===== config.mk =====
export PLATFORM = sky130hd
export DESIGN_NAME = adder_16bit
export DESIGN_NICKNAME = d
export VERILOG_FILES = /design/src/rtl/adder_16bit.sv
export SDC_FILE = /design/constraint.sdc
export NUM_CORES = 1
export LEC_CHECK = 0
export CAP_MARGIN = 20
export CORE_AREA = 2 2 72 74
export CTS_CLUSTER_SIZE = 16
export DETAILED_ROUTE_END_ITERATION = 10
export DIE_AREA = 0 0 74 76
export PLACE_DENSITY = 0.57
export SLEW_MARGIN = 0
export SYNTH_ARGS = -nofsm -noshare
export SYNTH_HDL_FRONTEND = slang
export SYNTH_SLANG_ARGS = --single-unit

===== constraint.sdc =====
create_clock -name clk -period 0.8 [get_ports clk]
set_input_delay 0.08 -clock clk [delete_from_list [all_inputs] [get_ports clk]]
set_output_delay 0.08 -clock clk [all_outputs]
set_load 0.01 [all_outputs]

===== src/rtl/adder_16bit.sv =====
// 16-bit adder with carry-in: two-level carry-lookahead (4 x 4-bit groups)
// feeding a single output register, one clock of latency.
module adder_16bit (
  input  logic        clk,
  input  logic        rst,
  input  logic [15:0] a,
  input  logic [15:0] b,
  input  logic        cin,
  output logic [15:0] sum,
  output logic        cout,
  output logic        overflow
);

  logic [15:0] bit_g;
  logic [15:0] bit_p;
  logic [15:0] bit_c;
  logic [3:0]  grp_g;
  logic [3:0]  grp_p;
  logic [3:0]  grp_c;

  logic [15:0] sum_next;
  logic        cout_next;
  logic        overflow_next;

  logic [15:0] sum_reg;
  logic        cout_reg;
  logic        overflow_reg;

  assign bit_g = a & b;
  assign bit_p = a ^ b;

  // First level: each group resolves its own carries from its group carry-in,
  // so no ripple ever crosses a group boundary.
  genvar gi;
  generate
    for (gi = 0; gi < 4; gi++) begin : g_grp
      logic [3:0] g;
      logic [3:0] p;
      logic       ci;
      logic       c1;
      logic       c2;
      logic       c3;

      assign g  = bit_g[4*gi +: 4];
      assign p  = bit_p[4*gi +: 4];
      assign ci = grp_c[gi];

      assign c1 = g[0] | (p[0] & ci);
      assign c2 = g[1] | (p[1] & g[0]) | (p[1] & p[0] & ci);
      assign c3 = g[2] | (p[2] & g[1]) | (p[2] & p[1] & g[0])
                | (p[2] & p[1] & p[0] & ci);

      assign bit_c[4*gi +: 4] = {c3, c2, c1, ci};

      assign grp_g[gi] = g[3] | (p[3] & g[2]) | (p[3] & p[2] & g[1])
                       | (p[3] & p[2] & p[1] & g[0]);
      assign grp_p[gi] = &p;
    end
  endgenerate

  // Second level: carries into groups 1..3 and the final carry-out.
  assign grp_c[0] = cin;
  assign grp_c[1] = grp_g[0] | (grp_p[0] & cin);
  assign grp_c[2] = grp_g[1] | (grp_p[1] & grp_g[0])
                  | (grp_p[1] & grp_p[0] & cin);
  assign grp_c[3] = grp_g[2] | (grp_p[2] & grp_g[1])
                  | (grp_p[2] & grp_p[1] & grp_g[0])
                  | (grp_p[2] & grp_p[1] & grp_p[0] & cin);
  assign cout_next = grp_g[3] | (grp_p[3] & grp_g[2])
                   | (grp_p[3] & grp_p[2] & grp_g[1])
                   | (grp_p[3] & grp_p[2] & grp_p[1] & grp_g[0])
                   | (grp_p[3] & grp_p[2] & grp_p[1] & grp_p[0] & cin);

  assign sum_next = bit_p ^ bit_c;

  // Signed overflow: carry into the sign bit differs from carry out of it.
  assign overflow_next = bit_c[15] ^ cout_next;

  always_ff @(posedge clk or posedge rst) begin
    if (rst) begin
      sum_reg      <= 16'h0000;
      cout_reg     <= 1'b0;
      overflow_reg <= 1'b0;
    end else begin
      sum_reg      <= sum_next;
      cout_reg     <= cout_next;
      overflow_reg <= overflow_next;
    end
  end

  assign sum      = sum_reg;
  assign cout     = cout_reg;
  assign overflow = overflow_reg;

endmodule


==> results of run 1 <==
cell usage after synthesis, types with 2 or more instances:
cell | n | area share [%]
a21o_1 | 3 | 1.9
a21oi_1 | 7 | 3.0
a21oi_2 | 3 | 2.2
dfrtp_1 | 18 | 38
fa_1 | 4 | 6.8
ha_1 | 16 | 17
inv_1 | 7 | 2.2
nand2_1 | 6 | 1.9
nand2_2 | 2 | 1.1
nor2_1 | 9 | 2.9
o211ai_1 | 2 | 1.3
o21ai_0 | 6 | 2.5
xnor2_1 | 2 | 1.5
xor2_1 | 8 | 5.9
area by class of cell:
type	instances	area (sq um)	share of cell area, %
well taps	70	87.58	3.682
multi-input cells	82	1084	45.56
clock buffers	4	55.05	2.315
repair buffers	90	675.6	28.41
flip-flops and latches	18	450.4	18.94
inverters	7	26.28	1.105
cells by family (layout without fill, tap and decap cells):
group                    Yosys count  count (layout)
AO/OA/AOI/OAI                     30              30
XOR/XNOR                          10              10
adder cells (fa/ha/maj)           20              20
buffers and inverters              7             101
flip-flops                        18              18
multiplexers                       2               2
AND/OR/NAND/NOR                   20              20
worst paths after layout:
kind / from / to / slack, ns / cells after the start
max: b[0] / sum[9] / -0.57 / 8
min: rst / sum[4] / 0.14 / 3
max in group asynchronous: rst / sum[1] / 0.53 / 3
min in group clk: b[0] / sum[0] / 0.21 / 4
power groups by stage:
stage | registers (mW) | clock network [mW] | logic (mW)
2_1_floorplan | 1.26 | 0 | 0.604
3_3_place_gp | 1.16 | 0 | 1.53
3_5_place_dp | 1.16 | 0 | 1.55
4_1_cts | 1.14 | 0.767 | 1.59
5_1_grt | 1.16 | 0.796 | 1.80
6_report | 1.13 | 0.744 | 1.65
metrics by stage:
step	utilization (%)	worst slack, ns	hold WS, ns	instance area [sq um]
floorplan	-	-0.6762	0.01857	1364
global placement	44.52	-1.264	0.4122	2187
detailed placement	44.52	-1.333	0.4101	2187
CTS	48.45	-0.6897	0.1421	2380
global route	48.42	-0.6669	0.1617	2379
finish	48.42	-0.5742	0.1406	2379
per-layer routing:
layer / part of all wire [%] / track usage, % / up-vias / wire (um)
li1: - / - / 565 / -
met1: 40 / 13.76 / 522 / 1284
met2: 53 / 21.34 / 38 / 1709
met3: 6.2 / 1.190 / 4 / 199
met4: 1.1 / 4.182 / 0 / 34
met5: 0 / 0 / - / 0
timing repair:
item | 4_1_cts | 5_1_grt
hold buffers | 0 | 0
resized for setup | 191 | 29
pin swaps | 34 | 23
buffers inserted | 10 | 3
setup endpoints to repair | 36 | 36
==> run_results.csv, run 1 <==
group,metric,value,unit
global_route,grt_antenna_before_repair,0,
detailed_routing,routedWlPerCell,11.91,um
floorplan,core_region_area,4912,sq um
place,dp.cells,256,
worst_setup_path,crit_family,"adder cells",
pwr,p_leak,1.078,nW
pwr,irDropWorstVdd,0.0005556,V
pwr,pwr-share-clk,21.1,%
timing,rsz0062_at_grt,"true",
worst_setup_path,cp-start-kind,"input pin",
cts,cts_buffers,3,
worst_setup_path,critical_path_class,"input pin to flop",
detailed_routing,wl,3.227,mm
pwr,combPwrFrac,46.8,%
timing,finalHoldViolations,0,
global_route,first_global_vias,1260,
worst_setup_path,crit_required,0.94,ns
layout,num_antenna_cells,0,
synth,synth_ff_type,"dfrtp_1",
cts,cts.sinks,18,
timing,fin_crit_sh,171.8,%
worst_setup_path,critPathMaxFanout,3,
synth,synth_area,1180,sq um
synth,synth_cell_types,28,
timing,slew_viol_final,0,
timing,maxSlewHeadroom,80.99,%
pwr,pwr-share-seq,32.1,%
timing,layout_min_cycle_time,1.374,ns
synth,yosys_warnings,0,
cts,h-tree-depth,1,
worst_setup_path,slowest_delay,0.33,ns
layout,instances_no_fill,271,
synth,async_reset_ff_share,100.0,%
synth,synth_seq_area_share,38.18,%
layout,final_nets,257,
synth,synth_top_family_by_area,"adder cells",
synth,syn_nets,162,
floorplan,dieArea,5624,sq um
synth,synth-seq-cells,18,
pwr,p_switching,1.110,mW
worst_setup_path,critPathSlowestCell,"fa_2",
cts,clkSlewWorstSetupHoldPaths,0.07,ns
floorplan,die_x,74,um
detailed_routing,drtIter0Drc,20,
floorplan,initial_utilization,24.02,%
worst_hold_path,hold_class,"input pin to async pin",
synth,synth-xor-area-share,7.423,%
place,place.gp.congestion,0.7246,
layout,drive_gt1_share,69.65,%
timing,finalSetupViolCount,34,
outcome,outcome,"finished, violations left",
detailed_routing,ant_nets,0,
cts,cts_tree,"done",
synth,synth-compound-area-share,18.45,%
pwr,p_int,2.421,mW
place,dp_hpwl,2.460,mm
synth,synth_edf_count,0,
detailed_routing,drc,0,
detailed_routing,num_vias,1129,
layout,largest_register_ffs,16,
worst_setup_path,cp_cell_sequence,"buf_6, ha_4, a211oi_4, o21ai_4, a21oi_2, inv_2, fa_2, xor2_1",
worst_setup_path,endpoint_kind,"flop",
floorplan,num_rows,26,
floorplan,die_y,76,um
synth,netlist_instances,107,
global_route,grt_pass1_wl,5.313,mm
timing,setup_slack,-0.5742,ns
cts,cts.path.max_buffers,2,
pwr,switching_share,31.44,%
pwr,power.total,3.531,mW
global_route,grt_max_degree,19,
synth,muxShareOfSynthArea,2.121,%
timing,tns,-7.456,ns
layout,fill_cells,445,
layout,final_cell_mix,"buf_4 (32), buf_2 (21), dfrtp_1 (18)",
cts,cts-root-buf,"clkbuf_8",
detailed_routing,first_pass_iters,4,
worst_setup_path,cp_data_arrival_time,1.52,ns
outcome,violations,"negative setup slack",
place,io_buffers,52,
synth,yosys.area_share.simple,7.847,%
synth,synthAdderAreaFrac,23.75,%
pwr,powerDensity,1484,nW/um^2
timing,fmax,0.7277,GHz
global_route,gr-usage-all-layers,11.71,%
worst_setup_path,path_buf_inv,2,
timing,worstMarginPinSlew,0.2843,ns
job,cap_violations,0,
floorplan,io_pins,53,
layout,final_common_cell,"buf_4",
synth,synth.avg_cell_area,11.03,sq um
layout,area_growth,101.6,%
global_route,overflow,0,
detailed_routing,via_per_inst,4.166,
Power figures use the tool's default switching activity.
==> run 2: changes to the inputs <==
--- a/config.mk
+++ b/config.mk
@@ -5,7 +5,7 @@
 export SDC_FILE = /design/constraint.sdc
 export NUM_CORES = 1
 export LEC_CHECK = 0
-export CAP_MARGIN = 20
+export CAP_MARGIN = 10
 export CORE_AREA = 2 2 72 74
 export CTS_CLUSTER_SIZE = 16
 export DETAILED_ROUTE_END_ITERATION = 10
==> results of run 2 <==
Final layout, timing and power as in run 1 (identical DEF).
==> run 3: changes to the inputs <==
--- a/config.mk
+++ b/config.mk
@@ -5,7 +5,7 @@
 export SDC_FILE = /design/constraint.sdc
 export NUM_CORES = 1
 export LEC_CHECK = 0
-export CAP_MARGIN = 10
+export CAP_MARGIN = 20
 export CORE_AREA = 2 2 72 74
 export CTS_CLUSTER_SIZE = 16
 export DETAILED_ROUTE_END_ITERATION = 10
==> results of run 3 <==
Final layout, timing and power as in run 1 (identical DEF).
